`src/rtl/jk_pkg.sv`:
```
// Shared definitions for the JK bank arbiter: JK command encodings and the
// round-robin winner search.
package jk_pkg;

    localparam int unsigned MAX_NREQ = 8;
    localparam int unsigned MAX_IDW  = 3;

    // {j,k} command encodings
    localparam logic [1:0] JK_HOLD = 2'b00;
    localparam logic [1:0] JK_CLR  = 2'b01;
    localparam logic [1:0] JK_SET  = 2'b10;
    localparam logic [1:0] JK_TOG  = 2'b11;

    typedef struct packed {
        logic               valid;
        logic [MAX_IDW-1:0] idx;
    } rr_pick_t;

    // First eligible requester at or after ptr, wrapping modulo nreq.
    // ptr is always < nreq, so one conditional subtraction implements the wrap.
    function automatic rr_pick_t rr_pick(input logic [MAX_NREQ-1:0] eligible,
                                         input logic [MAX_IDW-1:0]  ptr,
                                         input int unsigned         nreq);
        rr_pick_t    res;
        int unsigned cand;
        res = '0;
        for (int unsigned off = 0; off < MAX_NREQ; off++) begin
            cand = 32'(ptr) + off;
            if (cand >= nreq) cand = cand - nreq;
            if (off < nreq && !res.valid && eligible[cand[MAX_IDW-1:0]]) begin
                res.valid = 1'b1;
                res.idx   = cand[MAX_IDW-1:0];
            end
        end
        return res;
    endfunction

endpackage

```
`src/rtl/jk_cell.sv`:
```
// Single JK flip-flop with enable.
// Ports: clk, rst_n (async active-low), en (apply j/k this edge), j, k, q.
module jk_cell
    import jk_pkg::*;
(
    input  logic clk,
    input  logic rst_n,
    input  logic en,
    input  logic j,
    input  logic k,
    output logic q
);

    // JK update: hold / clear / set / toggle
    always_ff @(posedge clk or negedge rst_n) begin
        if (!rst_n) begin
            q <= 1'b0;
        end else if (en) begin
            case ({j, k})
                JK_CLR:  q <= 1'b0;
                JK_SET:  q <= 1'b1;
                JK_TOG:  q <= ~q;
                default: q <= q;
            endcase
        end
    end

endmodule

```
`src/rtl/jk_bank_arbiter.sv`:
```
// Round-robin arbiter granting at most one JK command per clock into a shared
// bank of WIDTH JK cells.
// Ports: clk, rst_n (async active-low), clr_all (sync bulk clear, top priority),
//        req/req_idx/req_jk (per-requester command, packed per requester),
//        ack (registered one-hot apply pulse), gnt_id (last granted requester),
//        q (bank state), q_bar (~q).
module jk_bank_arbiter
    import jk_pkg::*;
#(
    parameter int unsigned NREQ  = 4,
    parameter int unsigned WIDTH = 8,
    parameter int unsigned IDXW  = $clog2(WIDTH),
    parameter int unsigned IDW   = $clog2(NREQ)
) (
    input  logic                   clk,
    input  logic                   rst_n,
    input  logic                   clr_all,
    input  logic [NREQ-1:0]        req,
    input  logic [NREQ*IDXW-1:0]   req_idx,
    input  logic [NREQ*2-1:0]      req_jk,
    output logic [NREQ-1:0]        ack,
    output logic [IDW-1:0]         gnt_id,
    output logic [WIDTH-1:0]       q,
    output logic [WIDTH-1:0]       q_bar
);

    // Elaboration-time parameter checks
    if ((WIDTH & (WIDTH - 1)) != 0 || WIDTH < 2 || WIDTH > 64) begin : g_bad_width
        $error("jk_bank_arbiter: WIDTH must be a power of 2 in 2..64");
    end
    if (NREQ < 2 || NREQ > MAX_NREQ) begin : g_bad_nreq
        $error("jk_bank_arbiter: NREQ must be in 2..8");
    end

    logic [IDW-1:0]  rr_ptr;
    logic [NREQ-1:0] eligible_c;
    rr_pick_t        pick_c;
    logic [IDXW-1:0] win_idx_c;
    logic [1:0]      win_jk_c;

    // Arbitration: a requester acked this cycle is masked so a held req is not
    // granted twice for the same command.
    always_comb begin
        eligible_c = req & ~ack;
        pick_c     = rr_pick(MAX_NREQ'(eligible_c), MAX_IDW'(rr_ptr), NREQ);
        win_idx_c  = req_idx[pick_c.idx*IDXW +: IDXW];
        win_jk_c   = req_jk[pick_c.idx*2 +: 2];
    end

    // Grant bookkeeping; clr_all consumes no command and freezes the pointer
    always_ff @(posedge clk or negedge rst_n) begin
        if (!rst_n) begin
            ack    <= '0;
            gnt_id <= '0;
            rr_ptr <= '0;
        end else if (clr_all) begin
            ack    <= '0;
        end else if (pick_c.valid) begin
            ack    <= NREQ'(1) << pick_c.idx;
            gnt_id <= IDW'(pick_c.idx);
            rr_ptr <= (pick_c.idx == MAX_IDW'(NREQ - 1)) ? '0 : IDW'(pick_c.idx + 1'b1);
        end else begin
            ack    <= '0;
        end
    end

    // Cell bank: clr_all forces a clear command into every cell
    for (genvar i = 0; i < WIDTH; i++) begin : g_cell
        logic en_c;
        assign en_c = clr_all | (pick_c.valid & (win_idx_c == IDXW'(i)));

        jk_cell u_cell (
            .clk   (clk),
            .rst_n (rst_n),
            .en    (en_c),
            .j     (~clr_all & win_jk_c[1]),
            .k     (clr_all | win_jk_c[0]),
            .q     (q[i])
        );
    end

    assign q_bar = ~q;

endmodule

```
`config.mk`:
```
export PLATFORM = sky130hd
export DESIGN_NAME = jk_bank_arbiter
export DESIGN_NICKNAME = d
export VERILOG_FILES = /design/src/rtl/jk_pkg.sv /design/src/rtl/jk_cell.sv /design/src/rtl/jk_bank_arbiter.sv
export SDC_FILE = /design/constraint.sdc
export NUM_CORES = 1
export LEC_CHECK = 0
export ABC_AREA = 1
export BUFFER_PORTS_ARGS = -buffer_cell sky130_fd_sc_hd__clkbuf_2
export CORE_MARGIN = 5
export CORE_UTILIZATION = 51
export DETAILED_ROUTE_END_ITERATION = 10
export PLACE_DENSITY_LB_ADDON = 0.12
export SLEW_MARGIN = 20
export SYNTH_ARGS = -nofsm -noshare
export SYNTH_HDL_FRONTEND = slang
export SYNTH_HIERARCHICAL = 1
export SYNTH_SLANG_ARGS = --single-unit
export TNS_END_PERCENT = 10
```
`constraint.sdc`:
```
create_clock -name clk -period 3.4 [get_ports clk]
set_clock_uncertainty 0.1 [all_clocks]
set_input_delay 0 -clock clk [delete_from_list [all_inputs] [get_ports clk]]
set_output_delay 0 -clock clk [all_outputs]
set_load 0.005 [all_outputs]
```
**Yosys cells after proc, flatten, opt, wreduce, memory -nomap -nowiden**

Cells that the tools add are included.

- Register bits: 16
- Bits of input ports: 27
- Output and inout port bits: 22
- Word-level logic and storage cells: 116

- Add/subtract/negate cells: 8
- Multiply operators: 1
- Magnitude comparators: 8
- Equal/unequal tests: 11
- Shift-type cells: 3
- Muxes and demuxes: 27
- Bitwise logic cells: 30
- Reduce and logical (&&, ||, !) cells: 17

Operator list:

| cell | count |
|---|---|
| 4-bit two-way mux | 6 |
| 1-bit case mux with 3 select lines | 8 |
| 2-bit AND reduction | 9 |
| 3-bit by 4-bit < comparator with 1-bit output, second input constant | 4 |
| 1-bit binary-select mux with 3-bit select | 4 |
| 3-bit equality test, second input constant | 4 |
| 3-bit two-way mux | 4 |
| 12-bit by 6-bit indexed part select with 3-bit output | 1 |
| 1-bit bitwise AND | 9 |
| 3-bit by 2-bit equality test with 1-bit output, second input constant | 3 |
| 3-bit greater-or-equal comparator, second input constant | 3 |
| 1-bit inverter | 9 |
| 1-bit OR | 9 |
| 3-bit subtractor, second input constant | 3 |
| 8-bit inverter | 1 |
| 8-bit by 5-bit indexed part select with 2-bit output | 1 |
| 2-bit by 2-bit adder with 3-bit output, second input constant | 2 |
| 3-bit by 2-bit multiplier with 5-bit output, second input constant | 1 |
| 4-bit bitwise AND | 1 |
| 2-bit equality test, second input constant | 2 |
| 1-bit two-way mux | 4 |
| 4-bit inverter | 1 |
| 1-bit by 3-bit left shift with 4-bit output, first input constant | 1 |
| 2-bit by 1-bit adder with 3-bit output, second input constant | 1 |
| other kinds (10) | 14 |

**Depth between registers and ports, before layout**

Gate-level depths: netlist of run 1.

- Word-level depth: 20
- Gate-level depth with buffers: 20
- Mapped depth without buffers: 19

**Cells and area by module**

Netlist of run 1, hierarchy kept.

Modules (own cells, without submodules):

| module | instances | cells each | area each (um^2) | seq. area each (um^2) |
|---|---|---|---|---|
| jk_bank_arbiter | 1 | 182 | 1,133.6 | 200.2 |
| jk_cell | 8 | 6 | 45.0 | 25.0 |

**Least setup slack after synthesis of run 1**

No wires, ideal clock.

- Path type: reg2reg
- Start point: register rr_ptr[1]
- End point: register g_cell[0].u_cell.q
- Setup time: 66 ps
- Arrival: 2,578 ps
- Data required time: 3,234 ps
- Setup slack: 656 ps
- Stages on the path, launching flop included: 18
- Buffers on the path: 1
- Period minus slack after synthesis: 2,744 ps
- Path through: dfrtp_1 -> inv_1 -> ha_1 -> inv_1 -> nand3_2 -> nand2_2 -> nand3_2 -> nand3_1 -> nand2_4 -> nand2_4 -> buf_6 -> inv_2 -> nand2_1 -> nand3_1 -> nand3_1 -> a31oi_1 -> nand3_1 -> nand2_1

RTL lines:

| what | line | text |
|---|---|---|
| start, declared | jk_bank_arbiter.sv:35 | `logic [IDW-1:0] rr_ptr;` |
| start signal, assigned | jk_bank_arbiter.sv:61 | `rr_ptr <= (pick_c.idx == MAX_IDW'(NREQ - 1)) ? '0 : IDW'(pick_c.idx + 1'b1);` |
| end signal, assigned | jk_cell.sv:22 | `JK_TOG: q <= ~q;` |
| end signal, assigned | jk_cell.sv:23 | `default: q <= q;` |
| end, declared | jk_cell.sv:11 | `output logic q` |

==> summary.md, run 1 <==
| Metric | Value |
|---|---|
| Outcome | complete, no violations |
| Crit path kind | reg -> reg |
| Worst-Skew Late Latency | 0.30 ns |
| Post-Synthesis Cell Area | 1490 sq um |
| Pre-CTS WS | 0.387 ns |
| Wire length per cell | 10.6 um |
| Max-Cap Viols | 0 |
| Clk root buf | clkbuf_4 |
| Ant. Diodes | 0 |
| Yosys top cell by area | dfrtp_1 |
| RSZ-0062 raised after global routing | no |
| Fin Setup TNS | 0 ns |
| Drt pass-1 iters | 4 |
| CTS tree | yes |
| Reg2Reg Depth | 18 |
| Placement row count | 19 |
| Final Cycle Share | 0.884 |
| Vias | 1507 |
| Share of cells above drive strength 1 | 0.292 |
| YS warnings | 6 |
| Worst Path Max Fanout | 10 |
| CTS buffer count | 3 |
| Most common cell in the netlist | nand2_1 |
| Die width | 64.1 um |
| DRC viols | 0 |
| DIE AREA | 4110 sq um |
| Clk sinks | 16 |
| Met3 Use GR | 0.0350 |
| Worst EP arrival | 3.10 ns |
| Die Span Y | 64.1 um |
| F_max | 333 MHz |
| Vias in the first global route | 1417 |
| Final setup fails | 0 |
| Grt ovf | 0 |
| Postcts setup bufs | 0 |
| DP Area | 1770 sq um |
| Met1 Usage GRT | 0.255 |
| Initial antenna violation count | 0 |
| DPL Wire Length | 2720 um |
| Reg-to-reg slack, setup | 0.39 ns |
| Seq/Total Area, Yosys | 0.268 |
| # H-tree levels | 1 |
| Post-route antenna net violation count | 0 |
| Post-synth top cells | nand2_1 (81), inv_1 (36), nand3_1 (36) |
| Hold Vio Cnt, Final | 0 |
| Wirelength, routed | 3350 um |
| First DRT Iteration DRCs | 70 |
| Gr usage total | 0.179 |
| Startpoint class of the critical path | flip-flop |
| Mapped Avg Cell Area | 6.50 sq um |
| CTS max path bufs | 2 |
| Primary FF master, synth | dfrtp_1 |
| Synth cell types | 20 |
| Yosys top cell area share | 0.268 |
| Initial Util | 0.537 |
| Core Area | 2780 sq um |
| Design area | 1830 sq um |
| Share of flip-flops with an asynchronous set or reset | 1.00 |
| Slew Viols, Final | 0 |
| CP Data Required Time | 3.49 ns |
| Slew HR | 0.735 |
| I/O Buffers | 48 |
| Post-synth EDFFs | 0 |
| Crit path time final | 3.01 ns |
| First-pass GRT wire length | 6190 um |
| Critical Path Sink Type | flip-flop |
| Syn Inst Count | 230 |
| Clock Pin Slew Worst Setup and Hold Paths | 0.10 ns |
| Final RePlAce weighted congestion | 0.907 |
| FF-to-FF Start | rr_ptr[1] |
| Reg-to-reg critical path endpoint | g_cell[6].u_cell/q |
| Hold Crit Class | in -> async |
| I/O pin total | 49 |
| Synthesized Nets | 266 |
| Nets@finish | 321 |
| Via/cell ratio | 4.78 |
| Top post-synthesis cells by area | dfrtp_1 (27%), nand2_1 (20%), nand3_1 (12%) |
| Top Usage Layer GRT | met2 |
| Synthesis-to-layout area growth | 22.2% |
| Setup WS post-layout | 0.395 ns |
| Worst-margin pin slew | 0.398 ns |
| Yosys reg bits | 16 |
| Largest net degree at the start of global routing | 17 |
| Grt met2 use | 0.290 |
final cells by class:
| type | count | area (sq um) |
|---|---|---|
| Fill cell | 267 | 956 |
| Clock buffer | 4 | 36.3 |
| Timing Repair Buffer | 51 | 268 |
| Sequential cell | 16 | 400 |
| Tap cell | 31 | 38.8 |
| Inverter | 41 | 154 |
| Multi-Input combinational cell | 172 | 928 |
state kept, by name, indices dropped and copies added (netlist names):
| signal | count |
|---|---|
| ack | 4 |
| gnt_id | 2 |
| g_cell.u_cell/q | 8 |
| rr_ptr | 2 |
cell families after synthesis:
| kind of cell | Yosys count | synth area share |
|---|---|---|
| adder cells (fa/ha/maj) | 9 | 0.0754 |
| AND/OR/NAND/NOR | 153 | 0.492 |
| flip-flops | 16 | 0.268 |
| AO/OA/AOI/OAI | 10 | 0.0536 |
| buffers and inverters | 42 | 0.111 |
stage by stage:
stage	utilization	hold WS, ns	cells
2_1_floorplan	-	-0.396	230
3_3_place_gp	0.636	-0.156	309
3_5_place_dp	0.636	-0.153	309
4_1_cts	0.656	0.0592	315
5_1_grt	0.656	0.0706	315
6_report	0.656	0.0400	315
what timing repair did:
item / 4_1_cts / 5_1_grt
hold buffers: 2 / 0
hold endpoints to repair: 19 / 0
resized for setup: 0 / 0
layer usage:
metal,vias to the layer above,wire length [um]
met2,49,1460
li1,825,-
met3,4,224
met5,-,0
met4,0,19
met1,629,1640
critical path, stage by stage (launching register included):
cell and delay [ns]:
dfrtp_1 0.54, inv_1 0.21, ha_1 0.37, inv_1 0.16, nand3_2 0.11, nand2_2 0.11
nand3_2 0.11, inv_2 0.11, nand2_4 0.08, a21oi_4 0.25, nand3_1 0.13, nand2_2 0.11
nand2_1 0.08, nor2_2 0.11, nand2_1 0.06, nand2_1 0.08, nand2_1 0.06, nand2_1 0.06
nand2_1 0.05
how the worst max path moves through the flow:
| stage | endpoint | start | slack, ns |
|---|---|---|---|
| final | g_cell[6].u_cell/q | rr_ptr[1] | 0.39 |
| after global routing | g_cell[4].u_cell/q | rr_ptr[1] | 0.03 |
| after CTS | g_cell[6].u_cell/q | rr_ptr[1] | 0.39 |
| after detailed placement | g_cell[6].u_cell/q | rr_ptr[1] | 0.39 |
| after global placement | g_cell[4].u_cell/q | rr_ptr[1] | 0.43 |
| after floorplan | g_cell[0].u_cell/q | rr_ptr[1] | 0.66 |
layout by cell type (no fill, tap or decap), types with 2 or more instances in the layout:
master	netlist	final
clkbuf_2	0	48
clkbuf_4	0	3
dfrtp_1	16	16
dlygate4sd3_1	0	2
ha_1	9	9
inv_1	36	36
inv_2	4	4
nand2_1	81	81
nand2_2	7	7
nand2_4	4	4
nand3_1	36	36
nand3_2	9	9
nand4_1	2	2
nor2_1	11	11
nor2_2	3	3
o21ai_0	4	4
o21ai_1	2	2
Power of run 1 is left out: the tool's default activity adds up to more than one toggle a clock period on the data nets, which glitch-free logic cannot reach.
==> run 2, diff against run 1 <==
--- a/config.mk
+++ b/config.mk
@@ -7,8 +7,10 @@
 export LEC_CHECK = 0
 export ABC_AREA = 1
 export BUFFER_PORTS_ARGS = -buffer_cell sky130_fd_sc_hd__clkbuf_2
+export CELL_PAD_IN_SITES_DETAIL_PLACEMENT = 0
+export CELL_PAD_IN_SITES_GLOBAL_PLACEMENT = 1
 export CORE_MARGIN = 5
-export CORE_UTILIZATION = 51
+export CORE_UTILIZATION = 34
 export DETAILED_ROUTE_END_ITERATION = 10
 export PLACE_DENSITY_LB_ADDON = 0.12
 export SLEW_MARGIN = 20
==> summary.md, run 2 (same netlist as run 1, synthesis figures left out) <==
| Metric | Value |
|---|---|
| CTS buffer count | 3 (unchanged) |
| Nets@finish | 322 (was 321) |
| Initial Util | 0.348 (was 0.537) |
| Max-Cap Viols | 0 (unchanged) |
| Final Cycle Share | 0.832 (was 0.884) |
| Critical Path Sink Type | flip-flop (unchanged) |
| Synthesis-to-layout area growth | 25.5% (was 22.2%) |
| Worst-margin pin slew | 0.450 ns (was 0.398 ns) |
| Placement row count | 24 (was 19) |
| Hold Vio Cnt, Final | 0 (unchanged) |
| Wire length per cell | 11.7 um (was 10.6 um) |
| Pre-CTS WS | 0.595 ns (was 0.387 ns) |
| Crit path time final | 2.83 ns (was 3.01 ns) |
| First DRT Iteration DRCs | 28 (was 70) |
| CTS resizes | 0 (unchanged) |
| F_max | 354 MHz (was 333 MHz) |
| Outcome | complete, no violations (unchanged) |
| Crit path kind | reg -> reg (unchanged) |
| Worst Path Max Fanout | 7 (was 10) |
| Slew HR | 0.700 (was 0.735) |
| # H-tree levels | 1 (unchanged) |
| Gr usage total | 0.142 (was 0.179) |
| Drt pass-1 iters | 4 (unchanged) |
| Core Area | 4290 sq um (was 2780 sq um) |
| Fin Setup TNS | 0 ns (unchanged) |
| Startpoint class of the critical path | flip-flop (unchanged) |
| Worst EP arrival | 2.87 ns (was 3.10 ns) |
| DP Area | 1810 sq um (was 1770 sq um) |
| CTS max path bufs | 2 (unchanged) |
| I/O Buffers | 48 (unchanged) |
| DRC viols | 0 (unchanged) |
| Final setup fails | 0 (unchanged) |
| Die Span Y | 76.3 um (was 64.1 um) |
| I/O pin total | 49 (unchanged) |
| Most common cell after layout, fill and taps aside | nand2_1 (unchanged) |
| Reg area | 400 sq um (unchanged) |
| Ant. Diodes | 0 (unchanged) |
| DIE AREA | 5820 sq um (was 4110 sq um) |
| Largest register by flop count | g_cell.u_cell/q (unchanged) |
| Grt ovf | 0 (unchanged) |
| Wirelength, routed | 3930 um (was 3350 um) |
| Largest regs | g_cell.u_cell/q: 8 flops, ack: 4 flops (unchanged) |
| Max reg flops | 8 (unchanged) |
| Multi-input logic area | 928 sq um (unchanged) |
| Post-route antenna net violation count | 0 (unchanged) |
| First-pass GRT wire length | 7090 um (was 6190 um) |
| Initial antenna violation count | 0 (unchanged) |
| Hold Crit Class | in -> reg (was in -> async) |
| RSZ-0062 raised after global routing | no (unchanged) |
| Filler Cell Count | 483 (was 267) |
| Design area | 1880 sq um (was 1830 sq um) |
| Clk root buf | clkbuf_8 (was clkbuf_4) |
| DPL Wire Length | 3200 um (was 2720 um) |
| Clock Pin Slew Worst Setup and Hold Paths | 0.07 ns (was 0.10 ns) |
| Vias | 1517 (was 1507) |
| Vias in the first global route | 1536 (was 1417) |
| Largest net degree at the start of global routing | 17 (unchanged) |
| Clk sinks | 16 (unchanged) |
| Setup WS post-layout | 0.571 ns (was 0.395 ns) |
| Slew Viols, Final | 0 (unchanged) |
| Die width | 76.3 um (was 64.1 um) |
| Leading cell types in the layout, fill and taps excluded | nand2_1 (81), clkbuf_2 (48), inv_1 (36), nand3_1 (36), dfrtp_1 (16) (unchanged) |
| Final RePlAce weighted congestion | 0.785 (was 0.907) |
| CP Data Required Time | 3.44 ns (was 3.49 ns) |
| CTS tree | yes (unchanged) |
| Worst-Skew Late Latency | 0.25 ns (was 0.30 ns) |
| Via/cell ratio | 4.50 (was 4.78) |
| Share of cells above drive strength 1 | 0.298 (was 0.292) |
run 2: cell count changes in the layout (fill, tap and decap cells not counted), sizes merged:
cell,previous run,this run
buf,1,3
dlygate4sd3,2,1
run 2: worst paths after layout:
| path | from | to | slack [ns] | cells after the start |
|---|---|---|---|---|
| setup / recovery | rr_ptr[1] | g_cell[6].u_cell/q | 0.57 | 18 |
| hold / removal | clr_all | rr_ptr[0] | 0.007 | 3 |
| setup reg to reg | rr_ptr[1] | g_cell[6].u_cell/q | 0.57 | 18 |
| hold reg to reg | gnt_id[1] | gnt_id[1] | 0.40 | 2 |
| max in group asynchronous | rst_n | g_cell[3].u_cell/q | 2.77 | 2 |
| min in group asynchronous | rst_n | rr_ptr[1] | 0.12 | 2 |
run 2: stage by stage:
stage | hold slack [ns] | utilization | cells
finish | 0.00683 | 0.437 | 337
floorplan | -0.396 | - | 230
global route | 0.0241 | 0.437 | 337
global placement | -0.129 | 0.422 | 332
detailed placement | -0.129 | 0.422 | 332
CTS | 0.00401 | 0.437 | 337
run 2: critical path, cell delays in order, from the launching register on:
cell	delay, ns
dfrtp_1	0.38
inv_1	0.20
ha_1	0.32
inv_1	0.17
nand3_2	0.11
nand2_2	0.12
nand3_2	0.11
inv_2	0.11
nand2_4	0.08
a21oi_4	0.25
nand3_1	0.13
nand2_2	0.11
nand2_1	0.08
nor2_2	0.11
nand2_1	0.06
nand2_1	0.09
nand2_1	0.07
nand2_1	0.07
nand2_1	0.05
run 2: area by class of cell:
type | instances | share of cell area
Clock buffer | 4 | 0.0294
Multi-Input combinational cell | 172 | 0.495
Tap cell | 52 | 0.0347
Inverter | 41 | 0.0821
Timing Repair Buffer | 52 | 0.145
Sequential cell | 16 | 0.213
run 2: routing by layer:
metal | vias to the layer above | global-route usage | wire length [um]
met5 | - | 0 | 0
met4 | 0 | 0.0315 | 34
met3 | 2 | 0.0236 | 207
met2 | 39 | 0.220 | 1690
met1 | 649 | 0.206 | 2000
li1 | 827 | - | -
run 2: what timing repair did:
| item | 4_1_cts | 5_1_grt |
|---|---|---|
| buffers inserted | 0 | 0 |
| endpoints found under the hold margin | 16 | 0 |
| hold buffers | 1 | 0 |
Power of run 2 is left out for the same reason.
